$ cat src/rtl/vga_pattern_gen_if.sv
// vga_pattern_gen_if -- bundle carrying the pattern-select input and the
// registered video timing/pixel outputs of vga_pattern_gen.
//   mode        : pattern select, driven by the consumer (slave)
//   hsync/vsync : sync pulses at the generator's SYNC_POL level
//   de          : display enable, high in the active region
//   x / y       : pixel coordinates, 0 outside the active region
//   rgb         : RGB222 {R1,R0,G1,G0,B1,B0}
//   frame_start : one-clock pulse aligned with pixel (0,0)
interface vga_pattern_gen_if #(
  parameter int COORD_W = 10
) ();
  logic [1:0]         mode;
  logic               hsync;
  logic               vsync;
  logic               de;
  logic [COORD_W-1:0] x;
  logic [COORD_W-1:0] y;
  logic [5:0]         rgb;
  logic               frame_start;

  modport master (input mode, output hsync, vsync, de, x, y, rgb, frame_start);
  modport slave  (output mode, input hsync, vsync, de, x, y, rgb, frame_start);
endinterface

$ cat src/rtl/vga_pattern_gen.sv
// vga_pattern_gen -- VGA timing generator with four built-in test patterns.
// Ports:
//   clk   : pixel clock (single domain)
//   rst_n : asynchronous active-low reset
//   vid   : vga_pattern_gen_if.master (mode in; hsync, vsync, de, x, y,
//           rgb, frame_start out, all registered in one stage)
// Patterns: 0 colour bars, 1 checkerboard, 2 gradient, 3 border.
// Optional feature: define VGA_SCROLL_EN to add an 8-bit frame counter that
// scrolls the checkerboard and gradient left by one pixel per frame.
module vga_pattern_gen #(
  parameter int H_ACTIVE = 640,
  parameter int H_FP     = 16,
  parameter int H_SYNC   = 96,
  parameter int H_BP     = 48,
  parameter int V_ACTIVE = 480,
  parameter int V_FP     = 10,
  parameter int V_SYNC   = 2,
  parameter int V_BP     = 33,
  parameter int SYNC_POL = 0,
  parameter int COORD_W  = 10
) (
  input  logic clk,
  input  logic rst_n,
  vga_pattern_gen_if.master vid
);

  localparam int H_TOTAL = H_ACTIVE + H_FP + H_SYNC + H_BP;
  localparam int V_TOTAL = V_ACTIVE + V_FP + V_SYNC + V_BP;
  localparam logic SP = (SYNC_POL != 0);

  localparam logic [COORD_W-1:0] H_LAST   = COORD_W'(H_TOTAL - 1);
  localparam logic [COORD_W-1:0] V_LAST   = COORD_W'(V_TOTAL - 1);
  localparam logic [COORD_W-1:0] H_ACT    = COORD_W'(H_ACTIVE);
  localparam logic [COORD_W-1:0] V_ACT    = COORD_W'(V_ACTIVE);
  localparam logic [COORD_W-1:0] X_LAST   = COORD_W'(H_ACTIVE - 1);
  localparam logic [COORD_W-1:0] Y_LAST   = COORD_W'(V_ACTIVE - 1);
  localparam logic [COORD_W-1:0] HS_BEG   = COORD_W'(H_ACTIVE + H_FP);
  localparam logic [COORD_W-1:0] HS_LAST  = COORD_W'(H_ACTIVE + H_FP + H_SYNC - 1);
  localparam logic [COORD_W-1:0] VS_BEG   = COORD_W'(V_ACTIVE + V_FP);
  localparam logic [COORD_W-1:0] VS_LAST  = COORD_W'(V_ACTIVE + V_FP + V_SYNC - 1);
  localparam logic [COORD_W-1:0] BAR_LAST = COORD_W'(H_ACTIVE / 8 - 1);

  // Counters and pattern state
  logic               r_run;      // low for the first edge after reset
  logic [COORD_W-1:0] r_h_cnt;
  logic [COORD_W-1:0] r_v_cnt;
  logic [COORD_W-1:0] r_bar_cnt;  // position inside the current colour bar
  logic [2:0]         r_bar_idx;
  logic [1:0]         r_mode;

  // Registered outputs
  logic               r_hsync;
  logic               r_vsync;
  logic               r_de;
  logic [COORD_W-1:0] r_x;
  logic [COORD_W-1:0] r_y;
  logic [5:0]         r_rgb;
  logic               r_fs;

  logic               w_org;
  logic [1:0]         w_mode;
  logic               w_de;
  logic [COORD_W-1:0] w_x;
  logic [COORD_W-1:0] w_y;
  logic [COORD_W-1:0] w_px;
  logic [5:0]         w_rgb;
  logic [5:0]         w_bar_rgb;
  logic               w_unused;

  assign w_org = (r_h_cnt == '0) && (r_v_cnt == '0);
  // The frame origin pixel is rendered in the same cycle the mode is
  // latched, so it must already see the incoming mode.
  assign w_mode = w_org ? vid.mode : r_mode;

`ifdef VGA_SCROLL_EN
  logic [7:0] r_frame_cnt;

  always_ff @(posedge clk or negedge rst_n) begin
    if (!rst_n)
      r_frame_cnt <= '0;
    else if (r_run && r_h_cnt == H_LAST && r_v_cnt == V_LAST)
      r_frame_cnt <= r_frame_cnt + 8'd1;
  end
`endif

  always_ff @(posedge clk or negedge rst_n) begin
    if (!rst_n) begin
      r_run     <= 1'b0;
      r_h_cnt   <= '0;
      r_v_cnt   <= '0;
      r_bar_cnt <= '0;
      r_bar_idx <= '0;
      r_mode    <= '0;
    end else begin
      r_run <= 1'b1;
      if (w_org) r_mode <= vid.mode;
      if (r_run) begin
        if (r_h_cnt == H_LAST) begin
          r_h_cnt   <= '0;
          r_bar_cnt <= '0;
          r_bar_idx <= '0;
          r_v_cnt   <= (r_v_cnt == V_LAST) ? '0 : r_v_cnt + 1'b1;
        end else begin
          r_h_cnt <= r_h_cnt + 1'b1;
          if (r_h_cnt < H_ACT) begin
            // The last bar never wraps, so it absorbs the width remainder.
            if (r_bar_cnt == BAR_LAST && r_bar_idx != 3'd7) begin
              r_bar_cnt <= '0;
              r_bar_idx <= r_bar_idx + 3'd1;
            end else begin
              r_bar_cnt <= r_bar_cnt + 1'b1;
            end
          end
        end
      end
    end
  end

  always_comb begin
    case (r_bar_idx)
      3'd0:    w_bar_rgb = 6'b111111;
      3'd1:    w_bar_rgb = 6'b111100;
      3'd2:    w_bar_rgb = 6'b001111;
      3'd3:    w_bar_rgb = 6'b001100;
      3'd4:    w_bar_rgb = 6'b110011;
      3'd5:    w_bar_rgb = 6'b110000;
      3'd6:    w_bar_rgb = 6'b000011;
      default: w_bar_rgb = 6'b000000;
    endcase
  end

  always_comb begin
    w_de = (r_h_cnt < H_ACT) && (r_v_cnt < V_ACT);
    w_x  = w_de ? r_h_cnt : '0;
    w_y  = w_de ? r_v_cnt : '0;
    w_px = w_x;
`ifdef VGA_SCROLL_EN
    if (w_mode == 2'd1 || w_mode == 2'd2)
      w_px = w_x + COORD_W'(r_frame_cnt);
`endif
    case (w_mode)
      2'd0:    w_rgb = w_bar_rgb;
      2'd1:    w_rgb = (w_px[5] ^ w_y[5]) ? 6'b111111 : 6'b000000;
      2'd2:    w_rgb = {w_px[7:6], w_y[7:6], w_px[8:7]};
      default: w_rgb = (w_x == '0 || w_x == X_LAST || w_y == '0 || w_y == Y_LAST)
                       ? 6'b111111 : 6'b000000;
    endcase
    if (!w_de) w_rgb = '0;
  end

  assign w_unused = ^w_px;

  always_ff @(posedge clk or negedge rst_n) begin
    if (!rst_n) begin
      r_hsync <= ~SP;
      r_vsync <= ~SP;
      r_de    <= 1'b0;
      r_x     <= '0;
      r_y     <= '0;
      r_rgb   <= '0;
      r_fs    <= 1'b0;
    end else if (r_run) begin
      r_hsync <= (r_h_cnt >= HS_BEG && r_h_cnt <= HS_LAST) ? SP : ~SP;
      r_vsync <= (r_v_cnt >= VS_BEG && r_v_cnt <= VS_LAST) ? SP : ~SP;
      r_de    <= w_de;
      r_x     <= w_x;
      r_y     <= w_y;
      r_rgb   <= w_rgb;
      r_fs    <= w_org;
    end
  end

  assign vid.hsync       = r_hsync;
  assign vid.vsync       = r_vsync;
  assign vid.de          = r_de;
  assign vid.x           = r_x;
  assign vid.y           = r_y;
  assign vid.rgb         = r_rgb;
  assign vid.frame_start = r_fs;

endmodule

$ cat src/flat_wrapper.sv
// flat-port wrapper written by rule: the top's interface ports become plain ports
module vga_pattern_gen_flat 
#(
  parameter int H_ACTIVE = 640,
  parameter int H_FP     = 16,
  parameter int H_SYNC   = 96,
  parameter int H_BP     = 48,
  parameter int V_ACTIVE = 480,
  parameter int V_FP     = 10,
  parameter int V_SYNC   = 2,
  parameter int V_BP     = 33,
  parameter int SYNC_POL = 0,
  parameter int COORD_W  = 10
)
  (clk, rst_n, vid_mode, vid_hsync, vid_vsync, vid_de, vid_x, vid_y, vid_rgb, vid_frame_start);
  vga_pattern_gen_if #(.COORD_W(COORD_W)) vid_i ();
  input  logic clk;
  input  logic rst_n;
  input wire logic [$bits(vid_i.mode)-1:0] vid_mode;
  output wire logic [$bits(vid_i.hsync)-1:0] vid_hsync;
  output wire logic [$bits(vid_i.vsync)-1:0] vid_vsync;
  output wire logic [$bits(vid_i.de)-1:0] vid_de;
  output wire logic [$bits(vid_i.x)-1:0] vid_x;
  output wire logic [$bits(vid_i.y)-1:0] vid_y;
  output wire logic [$bits(vid_i.rgb)-1:0] vid_rgb;
  output wire logic [$bits(vid_i.frame_start)-1:0] vid_frame_start;
  assign vid_i.mode = vid_mode;
  assign vid_hsync = vid_i.hsync;
  assign vid_vsync = vid_i.vsync;
  assign vid_de = vid_i.de;
  assign vid_x = vid_i.x;
  assign vid_y = vid_i.y;
  assign vid_rgb = vid_i.rgb;
  assign vid_frame_start = vid_i.frame_start;
  vga_pattern_gen #(.H_ACTIVE(H_ACTIVE), .H_FP(H_FP), .H_SYNC(H_SYNC), .H_BP(H_BP), .V_ACTIVE(V_ACTIVE), .V_FP(V_FP), .V_SYNC(V_SYNC), .V_BP(V_BP), .SYNC_POL(SYNC_POL), .COORD_W(COORD_W)) u_core (.clk(clk), .rst_n(rst_n), .vid(vid_i));
endmodule
$ cat config.mk
export PLATFORM = sky130hd
export DESIGN_NAME = vga_pattern_gen_flat
export DESIGN_NICKNAME = d
export VERILOG_FILES = /design/src/rtl/vga_pattern_gen_if.sv /design/src/rtl/vga_pattern_gen.sv /design/src/flat_wrapper.sv
export SDC_FILE = /design/constraint.sdc
export NUM_CORES = 1
export LEC_CHECK = 0
export ABC_AREA = 1
export BUFFER_PORTS_ARGS = -buffer_cell sky130_fd_sc_hd__buf_2
export CAP_MARGIN = 20
export CELL_PAD_IN_SITES_DETAIL_PLACEMENT = 0
export CELL_PAD_IN_SITES_GLOBAL_PLACEMENT = 1
export CORE_MARGIN = 2
export CORE_UTILIZATION = 40
export DETAILED_ROUTE_END_ITERATION = 7
export PLACE_DENSITY_LB_ADDON = 0.1
export SYNTH_ARGS = -nofsm -noshare
export SYNTH_HDL_FRONTEND = slang
export SYNTH_SLANG_ARGS = --single-unit
$ cat constraint.sdc
create_clock -name clk -period 2.1 [get_ports clk]
set_clock_uncertainty 0.1 [all_clocks]
set_input_delay 0.105 -clock clk [delete_from_list [all_inputs] [get_ports clk]]
set_output_delay 0.105 -clock clk [all_outputs]
set_load 0.02 [all_outputs]
# Yosys cells after proc, flatten, opt, wreduce, memory -nomap -nowiden
# Cells that the tools add are included.
[op_classes] add_sub_neg=4 n_lt_le_gt_ge=6 muxes=18 n_reduce_logical=19 n_eq_ne=14 bitwise=1
[op_table] cell="$mux W10" n=7
[op_table] cell="$pmux W6 S7" n=1
[op_table] cell="$logic_not A10 Y1" n=4
[op_table] cell="$add A10 B1 Y10 const B" n=3
[op_table] cell="$eq A10 B10 Y1 const B" n=3
[op_table] cell="$mux W6" n=3
[op_table] cell="$pmux W6 S3" n=1
[op_table] cell="$eq A10 B7 Y1 const B" n=1
[op_table] cell="$eq A10 B9 Y1 const B" n=1
[op_table] cell="$ge A10 B10 Y1 const B" n=1
[op_table] cell="$ge A10 B9 Y1 const B" n=1
[op_table] cell="$le A10 B10 Y1 const B" n=1
[op_table] cell="$le A10 B9 Y1 const B" n=1
[op_table] cell="$lt A10 B10 Y1 const B" n=1
[op_table] cell="$lt A10 B9 Y1 const B" n=1
[op_table] cell="$eq A3 B3 Y1 const B" n=3
[op_table] cell="$mux W3" n=3
[op_table] cell="$eq A3 B2 Y1 const B" n=2
[op_table] cell="$logic_and A1 B1 Y1" n=5
[op_table] cell="$reduce_and A2 Y1" n=2
[op_table] cell="$reduce_bool A2 Y1" n=2
[op_table] cell="$add A3 B1 Y3 const B" n=1
[op_table] cell="$eq A3 B1 Y1 const B" n=1
[op_table] cell="$logic_not A3 Y1" n=1
[op_table] cell="other kinds (9)" n=12
[totals] wordCells=75 regBits=66 in_bits=4 output_inout_bits=30

# Depth between registers and ports, before layout
[depth] depth_word=10 mapped_depth=14 depth_no_buf=14

# Worst setup path before layout
# Ideal clock, no wire load.
[synth_path] path_type="reg2reg" from="register u_core.r_v_cnt[0]" to="register u_core.r_rgb[0] (netlist: u_core.vid.rgb[0])" setup_ns=0.116 t_required_ns=1.884 synth_period_minus_slack_ns=1.795 path_stages_with_launch=14 arrival_ns=1.578 path_buffers=0 setup_slack_ns=0.305 cell_sequence="dfrtp_1 inv_1 ha_1 inv_1 nor2_1 nand2_1 nor2_2 nand4_2 nand2_2 nand2_2 nor2_2 nor2_4 nand2_1 nand2_1"
[synth_via] word_cells_on_any_way=22 classes_between="order compare (1); eq/ne (4); mux (7); bitwise (1); reduce/logical (9)"
[synth_rtl] item="start, declared" line="vga_pattern_gen.sv:46" rtl="logic [COORD_W-1:0] r_v_cnt;"
[synth_rtl] item="start signal, assigned" line="vga_pattern_gen.sv:102" rtl="r_v_cnt <= (r_v_cnt == V_LAST) ? '0 : r_v_cnt + 1'b1;"
[synth_rtl] item="$logic_not A10 Y1 *" line="vga_pattern_gen.sv:70" rtl="assign w_org = (r_h_cnt == '0) && (r_v_cnt == '0);"
[synth_rtl] item="$logic_and A1 B1 Y1 *" line="vga_pattern_gen.sv:70"
[synth_rtl] item="$mux W2 *" line="vga_pattern_gen.sv:73" rtl="assign w_mode = w_org ? vid.mode : r_mode;"
[synth_rtl] item="net u_core.w_mode[1]" line="vga_pattern_gen.sv:61" rtl="logic [1:0] w_mode;"
[synth_rtl] item="$eq A2 B2 Y1, or another cell as far along" line="vga_pattern_gen.sv:141" rtl="case (w_mode)"
[synth_rtl] item="$pmux W6 S3 *" line="vga_pattern_gen.sv:141"
[synth_rtl] item="$mux W6 *" line="vga_pattern_gen.sv:148" rtl="if (!w_de) w_rgb = '0;"
[synth_rtl] item="end signal, assigned" line="vga_pattern_gen.sv:168" rtl="r_rgb <= w_rgb;"
[synth_rtl] item="end, declared" line="vga_pattern_gen.sv:57" rtl="logic [5:0] r_rgb;"
# Mark *: on every way through the listed nets, which the timed path passes. The rest lies on a longest branch.
# A chain may end at the register's enable or synchronous reset.

# Worst setup path after layout
[layout_path] from="register u_core.r_h_cnt[1]" to="register u_core.r_rgb[3] (netlist: u_core.vid.rgb[3])"
[layout_via] word_cells_on_any_way=22 classes_between="order compare (1); eq/ne (4); mux (7); bitwise (1); reduce/logical (9)"
[layout_rtl] item="start, declared" line="vga_pattern_gen.sv:45" rtl="logic [COORD_W-1:0] r_h_cnt;"
[layout_rtl] item="start signal, assigned" line="vga_pattern_gen.sv:104" rtl="r_h_cnt <= r_h_cnt + 1'b1;"
[layout_rtl] item="$logic_not A10 Y1 *" line="vga_pattern_gen.sv:70"
[layout_rtl] item="$logic_and A1 B1 Y1 *" line="vga_pattern_gen.sv:70"
[layout_rtl] item="$mux W2 *" line="vga_pattern_gen.sv:73"
[layout_rtl] item="net u_core.w_mode[1]" line="vga_pattern_gen.sv:61"
[layout_rtl] item="$eq A2 B2 Y1, or another cell as far along" line="vga_pattern_gen.sv:141"
[layout_rtl] item="$pmux W6 S3 *" line="vga_pattern_gen.sv:141"
[layout_rtl] item="$mux W6 *" line="vga_pattern_gen.sv:148"
# Marked as above.

==> summary.txt <==
Timing
  • Fmax: 524 MHz
  • Rel. slew slack: 0.666
  • Fin crit share: 0.908
  • Final Critical Period: 1.91 ns
  • Slew @ Worst Pin: 0.500 ns
  • Setup TNS: 0 ns
  • Setup slack after layout: 0.192 ns
  • Final hold vios: 0
  • Setup violations, final: 0
  • Unrepaired setup endpoints after global routing: false
  • Slew Limit Fails: 0

Die
  • Vert. Die Dim: 100 um
  • Die Width: 100 um
  • Row Count: 35
  • DIE AREA: 10000 um^2
  • I/O pin cnt: 34
  • Initial Util: 0.406
  • Core footprint: 9110 um^2

Pwr
  • Power density cells: 902 nW/um^2
  • VDD IR-drop max: 0.000402 V
  • Sw Ratio: 0.380
  • Comb pwr share: 0.316
  • Power share of the clock group: 0.249
  • Switching power: 1460 uW
  • Int Pwr: 2390 uW
  • Flop pwr share: 0.436
  • Pleak: 0.00218 uW

Clocking
  • CTS sink count: 66
  • H-Tree Level Count: 3
  • Root Driver: clkbuf_8
  • Max Root-Sink Buffers: 2
  • CTS tree: yes
  • Worst skew pair latency: 0.35 ns
  • CTS Buf Count: 9
  • Reg clk slew, reported paths: 0.07 ns

Logic synthesis
  • Share of the yosys chip area belonging to registers: 0.447
  • Post-synthesis cell type count: 41
  • Most common cell in the netlist: nand2_1
  • Post-synth top area cell: dfrtp_1
  • Most used DFF post-synth: dfrtp_1
  • Post-Syn Nets: 483
  • EDFF count, synth: 0
  • Synth area leaders: dfrtp_1, nand2_1, inv_1, nand3_1, nor2_1
  • YS warnings: 0
  • Ys async rst share: 1.00
  • Cells after synthesis: 467
  • Synth cell count leaders: nand2_1, dfrtp_1, inv_1
  • Mapped Area: 3700 um^2
  • Mean Syn Cell Area: 7.93 um^2
  • Yosys reg bits: 66
  • Synth top area share: 0.433

Worst setup path
  • Crit-path max FO: 7
  • Delay-heaviest family, CP: simple AND/OR/NAND/NOR gates
  • Crit path kind: reg2reg
  • CP most frequent cell: nand2_1
  • Crit-path max cell delay: 0.40 ns
  • Slowest CP cell: dfrtp_1
  • Critical Path End Type: flop
  • Type of origin of the critical path: flop
  • Worst path required time: 2.24 ns
  • Critical path buffers and inverters: 2
  • Crit path DAT: 2.05 ns
  • Crit-path cells: inv_1 -> ha_1 -> inv_1 -> nor2_1 -> nand2_1 -> nor2_4 -> nand4_2 -> nand2_2 -> nand2_2 -> nor2_2 -> nor2_4 -> nand2_1 -> nand2_1

Global route
  • Met1 usage: 0.284
  • Total track usage: 0.196
  • GR Overflow Total: 0
  • Vias in the first global route: 3002
  • Largest net degree at the start of global routing: 38
  • Met3 usage: 0.0327
  • Antenna violations before repair: 0
  • Layer with the highest usage: met2
  • GR Layer Usage met2: 0.297
  • First-pass GRT wire length: 15.2 mm

Worst hold path
  • HP Class: in2reg

Place
  • Inst Count DP: 616
  • Placement Setup Slack: 0.0798 ns
  • GPL Wtd Cong: 0.856
  • Final HPWL DP: 6.68 mm
  • Port Buffers: 33

Drt
  • DR WL/cell: 14.1 um
  • DRC violations left: 0
  • Detail Route Antenna Nets: 0
  • Via Count: 3115
  • Detailed Routing Iterations Pass 1: 4
  • First DRT Iteration DRCs: 112
  • DR vias/cell: 4.90
  • Drt total wl: 8.98 mm

Job
  • Maxcap violations: 0

Finish
  • N_diodes: 0
  • Nets: 536
  • Fill count: 955
  • Share of layout cells above drive strength 1: 0.225
  • P&R area growth vs syn: 15.2%
  • Final Non-Filler Cells: 636

Run status
  • Outcome: finished, final reports clean
[cell type report]
class                           instances  area (um^2)  share of cell area
Sequential cell                        66         1660               0.388
Tap cell                              111          139              0.0326
Clock buffer                           13          149              0.0349
Timing Repair Buffer                   52          310              0.0728
Clock inverter                          3         15.0             0.00352
Inverter                               62          233              0.0546
Multi-Input combinational cell        329         1760               0.413
[worst min-delay path: stages]
cell     delay [ns]
buf_2          0.11
nand4_2        0.08
nand2_2        0.10
[cell usage in the layout (no fill, tap or decap), types with 3 or more instances in the layout]
cell type / netlist / routed
nor2_1: 44 / 43
a21oi_1: 5 / 5
nor4_1: 3 / 3
nand4_1: 9 / 9
clkinv_2: 0 / 3
inv_2: 10 / 12
nand2_2: 10 / 10
nor3_1: 12 / 12
buf_2: 2 / 33
nand2_1: 117 / 117
o21ai_1: 5 / 5
o21ai_0: 26 / 26
ha_1: 12 / 12
o31ai_1: 3 / 3
clkbuf_1: 4 / 3
nor2_2: 8 / 8
nor2_4: 7 / 8
buf_4: 1 / 18
inv_1: 50 / 48
dfrtp_1: 64 / 62
nand3_1: 37 / 36
nand3_2: 4 / 5
clkbuf_8: 0 / 10
xor2_1: 8 / 8
[worst paths after layout]
kind	startpoint	cells past startpoint	slack [ns]	end
min reg2reg	u_core.vid.x[9]	2	0.38	u_core.vid.x[9]
min	vid_mode[1]	3	0.02	u_core.r_mode[1]
max	u_core.r_h_cnt[1]	13	0.19	u_core.vid.rgb[3]
min in group asynchronous	rst_n	3	0.22	u_core.vid.x[3]
max in group asynchronous	rst_n	3	1.27	u_core.r_v_cnt[1]
max reg2reg	u_core.r_h_cnt[1]	13	0.19	u_core.vid.rgb[3]
[kinds of logic (layout without fill, tap and decap cells)]
kind of cell,count (synthesis),in the layout,share of synthesized area
AOI/OAI and AO/OA,47,47,0.0716
xor gates and xnor gates,8,8,0.0189
adders and majority gates,12,12,0.0406
buffers and inverters,72,130,0.0808
DFF,66,66,0.447
other,1,1,0.00101
and+or+nand+nor,261,261,0.340
[flip-flops by register name, indices dropped and copies added (netlist names)]
name	cells
u_core.vid.rgb	6
u_core.r_h_cnt	10
u_core.r_bar_idx	3
u_core.r_bar_cnt	10
u_core.r_mode	2
u_core.vid.y	10
u_core.vid.x	10
u_core.r_run	1
u_core.vid.hsync	1
u_core.vid.frame_start	1
u_core.vid.vsync	1
u_core.vid.de	1
u_core.r_v_cnt	10
[through the flow]
| step | hold slack, ns | area [um^2] | util | power (uW) |
|---|---|---|---|---|
| 4_1_cts | 0.00605 | 4230 | 0.464 | 3880 |
| 2_1_floorplan | -0.291 | 3700 | - | 2550 |
| 5_1_grt | 0.0511 | 4260 | 0.468 | 4150 |
| 6_report | 0.0201 | 4260 | 0.468 | 3850 |
| 3_3_place_gp | 0.0746 | 4050 | 0.445 | 2900 |
| 3_5_place_dp | 0.0662 | 4050 | 0.445 | 2920 |
[power by group through the flow]
stage	Sequential (uW)	Clock, uW	Combinational, uW
3_3_place_gp	1690	0	1210
6_report	1680	956	1210
4_1_cts	1680	980	1220
5_1_grt	1710	1040	1390
2_1_floorplan	1780	0	772
3_5_place_dp	1700	0	1220
[per-layer routing]
layer | vias up | routed length (um)
met5 | - | 0
li1 | 1604 | -
met2 | 50 | 3980
met4 | 0 | 132
met1 | 1451 | 4560
met3 | 10 | 306
[repair_timing]
item / in CTS / in global routing
hold endpoints to repair: 64 / 0
gates resized for setup: 0 / 7
hold buffers: 1 / 0
buffers inserted: 0 / 3
setup endpoints to repair: 0 / 6
No activity file was read; power rests on OpenSTA's default activity.
